`src/rtl/extract_dig_pkg.sv`:
```
// Shared types and constants for the binary-to-BCD digit extractor.
package extract_dig_pkg;
   localparam int          IN_W           = 8;
   localparam logic [3:0]  BCD_ADD_THRESH = 4'd5;

   typedef enum logic [1:0] {
      IDLE    = 2'd0,
      CONVERT = 2'd1,
      DONE    = 2'd2
   } state_t;
endpackage

```
`src/rtl/extract_dig_bcd_add3.sv`:
```
// Double-dabble correction cell: add 3 to a BCD nibble that is 5 or more.
module bcd_add3
   import extract_dig_pkg::*;
(
   input  logic [3:0] nib,
   output logic [3:0] adj
);
   assign adj = (nib >= BCD_ADD_THRESH) ? nib + 4'd3 : nib;
endmodule

```
`src/rtl/extract_dig.sv`:
```
// Iterative 8-bit binary to 3-digit BCD converter (double dabble, MSB first).
//
// state   | meaning
// IDLE    | ready; accept digit_1 on in_valid
// CONVERT | eight correct-and-shift steps, one per input bit
// DONE    | publish digits, pulse out_valid, return to IDLE
module extract_dig
   import extract_dig_pkg::*;
#(
   parameter int IN_W = 8
) (
   input  logic            clk,
   input  logic            rst_n,
   input  logic            in_valid,
   output logic            in_ready,
   input  logic [IN_W-1:0] digit_1,
   output logic [1:0]      hundreds_place,
   output logic [3:0]      tenths_place,
   output logic [3:0]      ones_place,
   output logic            over_99,
   output logic            out_valid
);
   localparam int SR_W = IN_W + 12;

   state_t          state;
   logic [2:0]      cnt;
   logic [SR_W-1:0] sreg;
   logic [3:0]      h_adj, t_adj, o_adj;
   logic [SR_W-1:0] sreg_adj;

   // Shift register layout: {hundreds, tens, ones, remaining binary bits}
   bcd_add3 u_add3_h (.nib(sreg[IN_W+11:IN_W+8]), .adj(h_adj));
   bcd_add3 u_add3_t (.nib(sreg[IN_W+7:IN_W+4]),  .adj(t_adj));
   bcd_add3 u_add3_o (.nib(sreg[IN_W+3:IN_W]),    .adj(o_adj));

   assign sreg_adj = {h_adj, t_adj, o_adj, sreg[IN_W-1:0]};
   assign in_ready = (state == IDLE);

   always_ff @(posedge clk or negedge rst_n) begin
      if (!rst_n) begin
         state          <= IDLE;
         cnt            <= '0;
         sreg           <= '0;
         hundreds_place <= '0;
         tenths_place   <= '0;
         ones_place     <= '0;
         over_99        <= 1'b0;
         out_valid      <= 1'b0;
      end else begin
         out_valid <= 1'b0;
         unique case (state)
            IDLE: begin
               if (in_valid) begin
                  sreg  <= {12'd0, digit_1};
                  cnt   <= '0;
                  state <= CONVERT;
               end
            end
            CONVERT: begin
               sreg <= {sreg_adj[SR_W-2:0], 1'b0};
               cnt  <= cnt + 3'd1;
               if (cnt == 3'(IN_W-1))
                  state <= DONE;
            end
            DONE: begin
               hundreds_place <= sreg[IN_W+9:IN_W+8];
               tenths_place   <= sreg[IN_W+7:IN_W+4];
               ones_place     <= sreg[IN_W+3:IN_W];
               over_99        <= (sreg[IN_W+9:IN_W+8] != 2'd0);
               out_valid      <= 1'b1;
               state          <= IDLE;
            end
            default: state <= IDLE;
         endcase
      end
   end
endmodule

```
`config.mk`:
```
export PLATFORM = sky130hd
export DESIGN_NAME = extract_dig
export DESIGN_NICKNAME = d
export VERILOG_FILES = /design/src/rtl/extract_dig_pkg.sv /design/src/rtl/extract_dig_bcd_add3.sv /design/src/rtl/extract_dig.sv
export SDC_FILE = /design/constraint.sdc
export NUM_CORES = 1
export LEC_CHECK = 0
export ABC_AREA = 0
export ABC_CLOCK_PERIOD_IN_PS = 1300
export BUFFER_PORTS_ARGS = -buffer_cell sky130_fd_sc_hd__buf_2
export CORE_ASPECT_RATIO = 1.2
export CORE_UTILIZATION = 35
export DETAILED_ROUTE_END_ITERATION = 7
export SLEW_MARGIN = 20
export SYNTH_ARGS = -nofsm -noshare
export SYNTH_HDL_FRONTEND = slang
export SYNTH_HIERARCHICAL = 1
export SYNTH_SLANG_ARGS = --single-unit
```
`constraint.sdc`:
```
create_clock -name clk -period 1.3 [get_ports clk]
set_input_delay 0.26 -clock clk [delete_from_list [all_inputs] [get_ports clk]]
set_output_delay 0.26 -clock clk [all_outputs]
set_load 0.03 [all_outputs]
```
==> impl_metrics.tcl <==
set metrics [dict create \
    outcome "finished with violations" \
    violations "setup timing" \
    drive_gt1_share_pct 46.31 \
    grt_pass1_wl_um 6313 \
    cts.sinks 37 \
    rrSetupSlack_ps -70 \
    initial_core_util_pct 37.13 \
    io_pins 24 \
    drv_slew 0 \
    netlist_area_um2 1873 \
    wl_per_cell_um 14.55 \
    die_x_um 68.78 \
    finalCritPeriodShare_pct 107.8 \
    cap_viol_max_count 0 \
    final_cell_count_no_fill 263 \
    setup_viol 26 \
    path_clk_slew_ps 70 \
    fin_skew_ps 4.456 \
    place_hpwl_um 2434 \
    r2r-start "sreg[8]$_DFFE_PN0P_" \
    crit_type "reg -> out" \
    fin_util_pct 49.21 \
    whs_path_depth 2 \
    die_area_um2 5649 \
    setup_ws_ps -101.5 \
    netlist_instances 157 \
    whs_ps 232.3 \
    antenna_found_initial 0 \
    finalHoldViolCount 0 \
    leakage_nw 1.203 \
    clockBufferDepth 2 \
    rr_endpoint "sreg[10]$_DFFE_PN0P_" \
    worstPathRequired_ps 1040 \
    max_freq_ghz 0.7135 \
    dpl.cell_count 245 \
    num_vias 1361 \
    ctsHtreeMaxLevel 2 \
    grt_util_all_layers_pct 15.51 \
    p_per_area_nw_per_um2 2473 \
    first_global_vias 1403 \
    drt_first_pass_iters 4 \
    rsz0062_at_grt "yes" \
    numCtsBuffers 5 \
    drt_iter0_drc 37 \
    die_h_um 82.14 \
    slowest_delay_ps 390 \
    crit_top_cell "buf_6" \
    worst_r2r_path_depth 5 \
    grt_start_max_net_pins 38 \
    core-area_um2 5045 \
    setup-tns-final_ps -755.5 \
    drtAntennaViolNets 0 \
    min_path_type "in -> reg" \
    start_kind "register" \
    path_cells "buf_6, buf_12, nor2_4, buf_6" \
    relSlewSlack_pct 73.49 \
    arrival_ps 1140 \
    overflow 0 \
    ir_worst_vdd_uv 976.7 \
    min_to "sreg[0]$_DFFE_PN0P_" \
    layout.nets 222 \
    routed_wl_um 3826 \
    worstMarginPinSlew_ps 396.8 \
    clk_latency_ps 290 \
    syn_to_final_growth_pct 32.53 \
    n_antenna_cell 0 \
    yosys_warnings 6 \
    routabilityCongestion 0.7670 \
    cts_tree "yes" \
    fp-row-count 28 \
    clockRootBuffer "clkbuf_8" \
    syn_nets 176 \
    crit_fanout 2 \
    syn-mean-instance-area_um2 11.93 \
    io_buffers 23 \
    viasPerCell 5.175 \
    end_kind "output port" \
    min_from "digit_1[0]" \
    slowest_stage "dfrtp_1" \
    min_period_ps 1401 \
    drc 0 \
]
## timing repair
action | in CTS | in global routing
gates resized for setup | 24 | 8
gates cloned | 0 | 1
endpoints found under the setup margin | 18 | 36
hold buffers | 1 | 0
hold endpoints to repair | 37 | 0
pin swaps | 11 | 3
buffers inserted | 5 | 4
## state kept, by name, indices dropped and copies added, names as in the netlist
name and count:
cnt 3, hundreds_place 2, ones_place 4, state 2, over_99 1, out_valid 1, sreg 20, tenths_place 4
## worst max path at each step
| stage | endpoint | startpoint | slack [ps] | cells past startpoint |
|---|---|---|---|---|
| after floorplan | sreg[10]$_DFFE_PN0P_ | sreg[8]$_DFFE_PN0P_ | -5 | 5 |
| after global placement | cnt[0]$_DFFE_PN0P_ | state[1]$_DFFE_PN0P_ | -230 | 2 |
| after detailed placement | cnt[0]$_DFFE_PN0P_ | state[1]$_DFFE_PN0P_ | -320 | 2 |
| after CTS | in_ready | state[1]$_DFFE_PN0P_ | -140 | 4 |
| after global routing | in_ready | state[1]$_DFFE_PN0P_ | -150 | 4 |
| final | in_ready | state[1]$_DFFE_PN0P_ | -100 | 4 |
## per-stage QoR
step	power, W	setup WS (ps)	cell area [um^2]
2_1_floorplan	0.004024	-5.184	1903
3_3_place_gp	0.004566	-230.7	2148
3_5_place_dp	0.004732	-322.1	2148
4_1_cts	0.005912	-140.0	2384
5_1_grt	0.006581	-154.7	2482
6_report	0.006139	-101.5	2482
## where the power goes
group | internal, W | switching [W]
sequential | 0.00161 | 0.000373
clock | 0.000420 | 0.000382
combinational | 0.00177 | 0.00158
total | 0.00380 | 0.00234
## per-layer routing
metal  routed length [um]  track usage [%]
met1                 1634            17.26
met2                 2003            26.86
met3                  118            4.396
met4                   70            7.347
met5                    0                0
## placed cells by master (no fill, tap or decap), drive strengths merged, types with 3 or more instances in the layout
master	n
nor2	12
o21ai	4
a21oi	3
dfrtp	37
buf	46
nor3b	7
nor2b	3
nand2	11
clkbuf	8
a22o	14
inv	14
mux2	11
nand2b	5
a221oi	7
ha	8
mux2i	4
xnor2	3
## area by class of cell
class	instances	area, um^2
Fill cell	470	2562
Timing Repair Buffer	48	377.9
Tap cell	60	75.07
Inverter	14	52.55
Clock buffer	7	86.33
Multi-Input combinational cell	97	964.7
Sequential cell	37	925.9
## critical path: cells and delay by family (launching register included)
family	cells	cell delay, ps
and+or+nand+nor	1	90
DFF	1	390
buffers and inverters	3	380
(Power assumes the default switching activity.)
